File: config.mk
export PLATFORM = sky130hd
export DESIGN_NAME = pipe_stall_ctrl
export DESIGN_NICKNAME = d
export VERILOG_FILES = /design/src/rtl/pipe_stall_ctrl.sv
export SDC_FILE = /design/constraint.sdc
export NUM_CORES = 1
export LEC_CHECK = 0
export CELL_PAD_IN_SITES_DETAIL_PLACEMENT = 1
export CELL_PAD_IN_SITES_GLOBAL_PLACEMENT = 1
export CORE_ASPECT_RATIO = 1.5
export CORE_MARGIN = 5
export CORE_UTILIZATION = 25
export CTS_CLUSTER_DIAMETER = 60
export DETAILED_ROUTE_END_ITERATION = 12
export GPL_ROUTABILITY_DRIVEN = 0
export PLACE_DENSITY = 0.56
export SLEW_MARGIN = 20
export SYNTH_ARGS = -nofsm -noshare
export SYNTH_HDL_FRONTEND = slang
export SYNTH_SLANG_ARGS = --single-unit
export TNS_END_PERCENT = 50
File: constraint.sdc
create_clock -name clk -period 2.2 [get_ports clk]
set_clock_uncertainty 0.05 [all_clocks]
set_input_delay 0.33 -clock clk [delete_from_list [all_inputs] [get_ports clk]]
set_output_delay 0.33 -clock clk [all_outputs]
set_load 0.005 [all_outputs]
File: src/rtl/pipe_stall_ctrl.sv
// Pipeline stall merger and two-phase MAC / iterative-divide sequencer for EX.
// Latency: stall, mac_cnt, div_start, div_abort are combinational (zero cycles); state updates on posedge clk.
// Backpressure: a generic EX stall holds MAC in its accumulate phase; the divide wait ends on div_done or timeout.
module pipe_stall_ctrl #(
    parameter int DIV_TIMEOUT = 40
) (
    input  logic       clk,
    input  logic       rst,
    input  logic       stallreq_id,
    input  logic       stallreq_ex,
    input  logic       mac_op,
    input  logic       div_op,
    input  logic       div_done,
    output logic [5:0] stall,
    output logic [1:0] mac_cnt,
    output logic       div_start,
    output logic       div_abort,
    output logic       div_timeout_err,
    output logic       busy
);

    typedef enum logic [1:0] {
        IDLE     = 2'd0,
        MAC      = 2'd1,
        DIV_WAIT = 2'd2
    } state_t;

    localparam logic [7:0] CNT_LAST = 8'(DIV_TIMEOUT - 1);

    state_t     state;
    logic [7:0] div_cnt;
    logic       err_q;

    logic       seq_stall;
    logic       start_c;
    logic       abort_c;
    logic       mac_ph;
    logic       timeout_hit;

    assign timeout_hit = (div_cnt == CNT_LAST);

    // Decode sequencer stall and per-cycle pulses from the current state and inputs.
    always_comb begin
        seq_stall = 1'b0;
        start_c   = 1'b0;
        abort_c   = 1'b0;
        mac_ph    = 1'b0;
        case (state)
            IDLE: begin
                if (div_op) begin
                    start_c   = 1'b1;
                    seq_stall = 1'b1;
                end else if (mac_op) begin
                    seq_stall = 1'b1;
                end
            end
            MAC: begin
                // mac_op here is the same instruction in its accumulate phase.
                mac_ph = 1'b1;
            end
            DIV_WAIT: begin
                if (div_done) begin
                    seq_stall = 1'b0;
                end else if (timeout_hit) begin
                    abort_c = 1'b1;
                end else begin
                    seq_stall = 1'b1;
                end
            end
            default: begin
                seq_stall = 1'b0;
            end
        endcase
    end

    // Merge stall sources into the per-stage hold vector; everything is forced low in reset.
    always_comb begin
        stall = 6'b000000;
        if (!rst) begin
            if (seq_stall || stallreq_ex) begin
                stall = 6'b001111;
            end else if (stallreq_id) begin
                stall = 6'b000111;
            end
        end
    end

    assign mac_cnt         = (!rst && mac_ph) ? 2'b01 : 2'b00;
    assign div_start       = !rst && start_c;
    assign div_abort       = !rst && abort_c;
    assign div_timeout_err = !rst && err_q;
    assign busy            = !rst && (state != IDLE);

    // Sequencer state, divide wait counter and sticky timeout flag.
    always_ff @(posedge clk) begin
        if (rst) begin
            state   <= IDLE;
            div_cnt <= 8'd0;
            err_q   <= 1'b0;
        end else begin
            case (state)
                IDLE: begin
                    if (div_op) begin
                        state   <= DIV_WAIT;
                        div_cnt <= 8'd0;
                    end else if (mac_op) begin
                        state <= MAC;
                    end
                end
                MAC: begin
                    if (!stallreq_ex) begin
                        state <= IDLE;
                    end
                end
                DIV_WAIT: begin
                    if (div_done) begin
                        state <= IDLE;
                    end else if (timeout_hit) begin
                        state <= IDLE;
                        err_q <= 1'b1;
                    end else begin
                        div_cnt <= div_cnt + 8'd1;
                    end
                end
                default: begin
                    state <= IDLE;
                end
            endcase
        end
    end

endmodule
==> results_dict.tcl, run 1 <==
set metrics [dict create \
    initial_core_util 0.260 \
    netlist_area_um2 696 \
    post-route-period-util 0.982 \
    cts_hold_buf 0 \
    ant_nets 0 \
    critPathSlowestCell "clkdlybuf4s50_1" \
    ys_ff_latch 11 \
    hold_ws_ps 397 \
    nNetsFinal 122 \
    io_buffer_count 15 \
    insertion_delay_ps 240 \
    clock-root-buffer "clkbuf_8" \
    power.total_uw 510 \
    utilization 0.385 \
    yosys_warnings 0 \
    crit_family "buffers and inverters" \
    stdcell_count 150 \
    finalSetupTns_ps 0 \
    async_flop_share 0 \
    period_minus_slack_ps 2160 \
    drv_slew 0 \
    synthesis.instances 86 \
    grt_pass1_vias 702 \
    n_antenna_cell 0 \
    cts.reportedPaths.clkPinSlew_ps 50 \
    max_freq_mhz 463 \
    avgSynthCellArea_um2 8.09 \
    hold_viol 0 \
    die_area_mm2 0.00396 \
    dp.cells 145 \
    r2r_setup_slack_ps 630 \
    cp.required_ps 1820 \
    start_kind "input port" \
    grt.overflow.total 0 \
    crit_type "input port to output pin" \
    drt_iter0_markers 10 \
    h-tree-depth 1 \
    finalWorstSetupSlack_ps 38.9 \
    drc 0 \
    outcome "complete, no violations" \
    wirelength_um 2030 \
    pre_cts_ws_ps -301 \
    setup_viol 0 \
    cap_violations 0 \
    num_io_pins 19 \
    grt_max_degree 13 \
    fin_area_mm2 0.00103 \
    area_growth_pct 48.2 \
    endpoint_kind "output pin" \
    die_x_um 53.1 \
    place_area_um2 951 \
    cp_max_fo 3 \
    clockBufferDepth 2 \
    num_rows 23 \
    arrival_ps 1780 \
    crit_path_cell_trace "clkdlybuf4s50_1 -> or3b_4 -> a21o_1 -> a31oi_2 -> dlygate4sd2_1" \
    ys.flop_type "dfxtp_1" \
    core_area_mm2 0.00268 \
    die_h_um 74.6 \
    cts-buffers-inserted 3 \
    critPathMaxStageDelay_ps 430 \
    cts_sinks 11 \
    rsz0062_at_grt "true" \
    drive_gt1_frac 0.212 \
    power.density_mw_per_mm2 495 \
    antenna_found_initial 0 \
    ir_drop_mv 0.309 \
    seq_area_frac_synth 0.317 \
    hold_class "register to register" \
    dpl.hpwl_um 1540 \
    ys_types 33 \
    num_vias 720 \
    via_per_inst 4.80 \
    cts_tree "yes" \
    synth-edff-count 0 \
    grt_usage 0.112 \
    crit_buf_inv 2 \
    wire_per_inst_um 13.5 \
    grt_pass1_wl_um 3220 \
    leakagePower_nw 0.431 \
    first_pass_iters 2 \
]
[worst min-delay path, cell delays in order (launching register included)]
cell and delay, ps:
dfxtp_1 290, inv_1 60, a21oi_1 50
[sequential cells by signal, summed over array words and instances, names as in the netlist]
| name | count |
|---|---|
| div_cnt | 8 |
| err_q | 1 |
| state | 2 |
[cells by family (layout without fill, tap and decap cells)]
kind of cell / count (synthesis) / after routing / synth area share
AO/OA/AOI/OAI: 18 / 18 / 0.185
flip-flops: 11 / 11 / 0.317
multiplexers: 5 / 5 / 0.0719
AND/OR/NAND/NOR: 36 / 36 / 0.293
adder cells (fa/ha/maj): 1 / 1 / 0.0180
buffers and inverters: 14 / 39 / 0.110
other: 1 / 3 / 0.00539
[synthesized netlist by cell type, drive strengths merged, types with 2 or more instances]
library cell	count	share of area
a21oi	5	0.036
a211oi	3	0.032
clkbuf	3	0.016
mux2i	5	0.072
or3b	2	0.025
nand2	3	0.016
dfxtp	11	0.32
inv	4	0.022
nand3	8	0.058
buf	7	0.072
nor3b	2	0.022
a31oi	2	0.018
nor4	2	0.018
nand3b	5	0.054
nor2	8	0.043
[cells in the final DEF, fill, tap and decap left out, drive strengths merged, types with 2 or more instances in the layout]
cell,synthesis,routed
nand2,3,3
nor4,2,2
conb,1,3
a211oi,3,3
a31oi,2,2
buf,7,16
dfxtp,11,11
nor2,8,8
clkbuf,3,4
a21oi,5,5
mux2i,5,5
clkdlybuf4s50,0,9
nand3b,5,5
or3b,2,2
nand3,8,8
dlymetal6s2s,0,2
inv,4,4
nor3b,2,2
dlygate4sd2,0,4
[cell type report]
type / instances / area, um^2
clock buffers: 4 / 45.0
fillers: 334 / 1650
inverters: 4 / 15.0
multi-input cells: 63 / 434
flip-flops and latches: 11 / 220
well taps: 37 / 46.3
repair buffers: 31 / 270
[where the power goes]
part / switching [mW] / internal (mW)
Combinational: 0.0472 / 0.0522
Sequential: 0.00187 / 0.203
Clock: 0.0785 / 0.127
Total: 0.128 / 0.383
[routing by layer]
metal / GRT usage / vias up / part of all wire
li1: - / 357 / -
met1: 0.114 / 340 / 0.40
met4: 0.0597 / 0 / 0.020
met2: 0.209 / 18 / 0.53
met3: 0.0220 / 5 / 0.050
met5: 0 / - / 0
[timing repair]
action                     4_1_cts  5_1_grt
setup endpoints to repair        6        6
resized for setup                7        5
setup buffers                    0        1
pin swaps                        0        1
[final timing paths]
kind	startpoint	endpoint	depth (start not counted)
setup / recovery	div_done	stall[0]	5
hold / removal	err_q	err_q	2
setup reg to reg	state[0]	div_cnt[7]	4
hold reg to reg	err_q	err_q	2
Power figures use the tool's default switching activity.
==> run 2, diff against run 1 <==
CORE_UTILIZATION = 33   (was 25)
PLACE_DENSITY = 0.72   (was 0.56)
==> run 2 against run 1 <==
Effect of this change: register-to-register slack hardly changed; sequential cell count stayed put; power shrank 13%; setup slack improved by 6.6 ps; worst hold slack gained 7.0 ps; cell count down 11%; maximum frequency grew 0.31%; design area decreased by 4.6%; first-iteration DRC count is 40% lower; largest cell class unchanged; combinational power down 4.3%.
==> results_dict.tcl, run 2 (synthesis results as in run 1) <==
set metrics [dict create \
    stdcell_count 133 \
    grt_pass1_vias 734 \
    max_freq_mhz 464 \
    num_rows 20 \
    met2_usage 0.257 \
    n_antenna_cell 0 \
    io_buffer_count 15 \
    grt_usage 0.142 \
    cap_violations 0 \
    power.density_mw_per_mm2 453 \
    drive_gt1_frac 0.252 \
    area_growth_pct 41.4 \
    period_minus_slack_ps 2150 \
    grt_max_degree 13 \
    leakagePower_nw 0.403 \
    post-route-period-util 0.979 \
    drv_slew 0 \
    top_register "div_cnt" \
    wire_per_inst_um 15.1 \
    critPathMaxStageDelay_ps 430 \
    cp.required_ps 1820 \
    setup_viol 0 \
    met1_usage 0.145 \
    h-tree-depth 1 \
    grt_busiest_layer "met2" \
    insertion_delay_ps 280 \
    cts.reportedPaths.clkPinSlew_ps 70 \
    hold_ws_ps 404 \
    nNetsFinal 120 \
    grt.overflow.total 0 \
    place_area_um2 895 \
    ir_drop_mv 0.303 \
    crit_type "input port to output pin" \
    arrival_ps 1770 \
    hold_viol 0 \
    crit_path_cell_trace "clkdlybuf4s50_1 -> or3b_4 -> a21o_1 -> a31oi_2 -> dlygate4sd2_1" \
    num_io_pins 19 \
    die_x_um 47.5 \
    clock-root-buffer "clkbuf_4" \
    hold_class "register to register" \
    cts_sinks 11 \
    fin_area_um2 983 \
    dpl.hpwl_um 1430 \
    r2r_setup_slack_ps 620 \
    outcome "complete, no violations" \
    via_per_inst 5.37 \
    grt_pass1_wl_um 3210 \
    drt_iter0_markers 6 \
    die_h_um 66.2 \
    cts_tree "yes" \
    finalSetupTns_ps 0 \
    final_common_cell "buf_4" \
    final_cell_mix "buf_4, dfxtp_1, clkdlybuf4s50_1" \
    antenna_found_initial 0 \
    cts-buffers-inserted 3 \
    start_kind "input port" \
    num_vias 714 \
    die_area_mm2 0.00315 \
    core_area_mm2 0.00203 \
    utilization 0.485 \
    wirelength_um 2000 \
    initial_core_util 0.343 \
    largest_reg_flops 8 \
    grt_use_met3 0.0327 \
    drc 0 \
    first_pass_iters 4 \
    dp.cells 125 \
    clockBufferDepth 2 \
    ant_nets 0 \
    rsz0062_at_grt "true" \
    endpoint_kind "output pin" \
    critPathSlowestCell "clkdlybuf4s50_1" \
    largestRegisters "div_cnt: 8 flops, state: 2 flops, err_q: 1 flops" \
    cp_max_fo 3 \
]
run 2: routing by layer:
| layer | vias to the layer above | share of wire | wire (um) |
|---|---|---|---|
| met3 | 3 | 0.057 | 114 |
| met1 | 338 | 0.37 | 743 |
| met4 | 0 | 0.015 | 31 |
| li1 | 357 | - | - |
| met5 | - | 0 | 0 |
| met2 | 16 | 0.56 | 1110 |
run 2: where the power goes:
group	switching (mW)	internal, mW	total, mW
clock network	0.0756	0.0704	0.146
logic	0.0466	0.0484	0.0951
registers	0.00240	0.202	0.205
total	0.125	0.321	0.446
run 2: through the flow:
stage	power, mW	worst slack (ps)
finish	0.446	45.5
global route	0.468	-29.1
CTS	0.447	-68.4
detailed placement	0.302	-301
global placement	0.299	-249
floorplan	0.260	371
run 2: cell type report:
cell class / instances / area, um^2
Sequential cell: 11 / 221
Clock buffer: 4 / 26.3
Fill cell: 246 / 1040
Inverter: 4 / 15.0
Tap cell: 22 / 27.5
Multi-Input combinational cell: 63 / 444
Timing Repair Buffer: 29 / 249
run 2: worst max-delay path, delay by kind of cell:
kind                   cells  cell delay (ps)
AOI/OAI and AO/OA          2              370
buffers and inverters      2              690
and+or+nand+nor            1              390
run 2: what timing repair did:
action                                  CTS  global route
gates cloned                              0             0
buffers inserted                          0             4
pin swaps                                 0             2
resized for setup                         8            13
endpoints found under the setup margin    6             6
hold buffers                              0             0
run 2: worst paths after layout:
| path | from | end | cells past startpoint |
|---|---|---|---|
| hold reg to reg | err_q | err_q | 2 |
| setup reg to reg | state[1] | div_cnt[7] | 4 |
| hold / removal | err_q | err_q | 2 |
| setup / recovery | div_done | stall[2] | 5 |
==> run 3, diff against run 2 <==
SKIP_LAST_GASP = 1   (was unset)
SLEW_MARGIN = unset   (was 20)
==> run 3 against run 2 <==
Effect of this change: the flow now finishes with violations (negative setup slack); utilization decreased by 0.68 points; via count decreased by 1.5%; non-clock buffer count fell by 1; routed wire length decreased by 1.8%; count of clock-buffer cells in the layout did not move; global-route usage shrank 0.16 points.
==> results_dict.tcl, run 3 (synthesis results as in run 1) <==
set metrics [dict create \
    power.switching_uw 124 \
    switching_share 0.279 \
    largestRegisters "div_cnt: 8 flops, state: 2 flops, err_q: 1 flops" \
    crit_type "input port to output pin" \
    power.total_uw 444 \
    insertion_delay_ps 280 \
    seqPwrFrac 0.461 \
    clock-root-buffer "clkbuf_4" \
    cts_tree "yes" \
    first_pass_iters 2 \
    clockBufferDepth 2 \
    leakagePower_nw 0.391 \
    nFillCells 256 \
    ant_nets 0 \
    period_minus_slack_ps 2250 \
    cts-buffers-inserted 3 \
    grt_pass1_vias 722 \
    endpoint_kind "output pin" \
    arrival_ps 1870 \
    dp.cells 125 \
    num_rows 20 \
    nNetsFinal 119 \
    cp.required_ps 1820 \
    die_h_um 66.2 \
    crit_buf_inv 3 \
    start_kind "input port" \
    wire_per_inst_um 14.9 \
    cp_max_fo 3 \
    initial_core_util 0.343 \
    power.density_mw_per_mm2 458 \
    pwr-share-clk 0.331 \
    crit_path_cell_trace "clkdlybuf4s50_1 -> buf_4 -> nor3b_2 -> nand3_1 -> nor2_1 -> clkdlybuf4s50_1" \
    grt_max_degree 13 \
    antenna_found_initial 0 \
    dpl.hpwl_um 1430 \
    drt_iter0_markers 4 \
    post-route-period-util 1.02 \
    num_vias 703 \
    cap_violations 0 \
    final_common_cell "buf_4" \
    seq_area_um2 221 \
    multi_input_area_um2 430 \
    hold_class "register to register" \
    max_freq_mhz 445 \
    rsz0062_at_grt "true" \
    ir_drop_mv 0.307 \
    core_area_mm2 0.00203 \
    place_area_um2 895 \
    grt_usage 0.140 \
    setup_viol 1 \
    fin_area_um2 970 \
    num_io_pins 19 \
    crit_family "buffers and inverters" \
    top_register "div_cnt" \
    h-tree-depth 1 \
    cp_common_cell "clkdlybuf4s50_1" \
    die_x_um 47.5 \
    hold_viol 0 \
    combPwrFrac 0.208 \
    finalWorstSetupSlack_ps -47.1 \
    outcome "finished with violations" \
    wirelength_um 1970 \
    grt_pass1_wl_um 3190 \
    violations "negative setup slack" \
    n_antenna_cell 0 \
    area_growth_pct 39.4 \
    stdcell_count 132 \
    die_area_mm2 0.00315 \
    drc 0 \
    critPathSlowestCell "clkdlybuf4s50_1" \
    largest_reg_flops 8 \
    critPathMaxStageDelay_ps 510 \
    r2r_setup_slack_ps 620 \
    drive_gt1_frac 0.209 \
    final_cell_mix "buf_4, dfxtp_1, clkdlybuf4s50_1" \
    grt.overflow.total 0 \
    p_int_uw 320 \
    io_buffer_count 15 \
    cts.reportedPaths.clkPinSlew_ps 70 \
    cts_sinks 11 \
    drv_slew 0 \
    via_per_inst 5.33 \
]
[run 3: worst paths after layout]
path / start / end / cells past startpoint
worst max-delay path: div_done / div_abort / 6
worst min-delay path: err_q / err_q / 2
worst max register to register: state[1] / div_cnt[7] / 4
worst min register to register: err_q / err_q / 2
[run 3: cell type report]
type,count,area share
inverter,4,0.0155
clock buffer,4,0.0271
timing repair buffer,28,0.257
sequential,11,0.228
tap,22,0.0284
multi-input combinational,63,0.444
[run 3: timing repair]
item,in CTS,in global routing
hold endpoints to repair,0,0
hold buffers,0,0
pin swaps,0,2
endpoints found under the setup margin,6,6
resized for setup,4,8
setup buffers,0,3
gates cloned,0,0
[run 3: per-layer routing]
layer | part of all wire | track usage
met1 | 0.37 | 0.149
met2 | 0.56 | 0.248
met3 | 0.052 | 0.0327
met4 | 0.016 | 0.0588
met5 | 0 | 0
[run 3: stage by stage]
step	setup slack, ps	TNS [ps]	hold slack, ps	utilization
global route	-159	-294	447	0.478
finish	-47.1	-47.1	404	0.478
detailed placement	-301	-1340	396	0.441
CTS	-218	-477	406	0.456
global placement	-249	-1180	389	0.441
floorplan	371	0	382	-
[run 3: power groups by stage]
stage	Combinational [mW]	Clock [mW]	Sequential, mW
finish	0.0925	0.147	0.205
global route	0.103	0.158	0.205
CTS	0.0920	0.150	0.204
detailed placement	0.0930	0	0.209
global placement	0.0906	0	0.209
floorplan	0.0514	0	0.209
[run 3: worst register-to-register path: stages, from the launching register on]
cell       delay (ps)
dfxtp_1           350
buf_4             160
or2b_1            260
a2111oi_1         450
mux2i_1           250
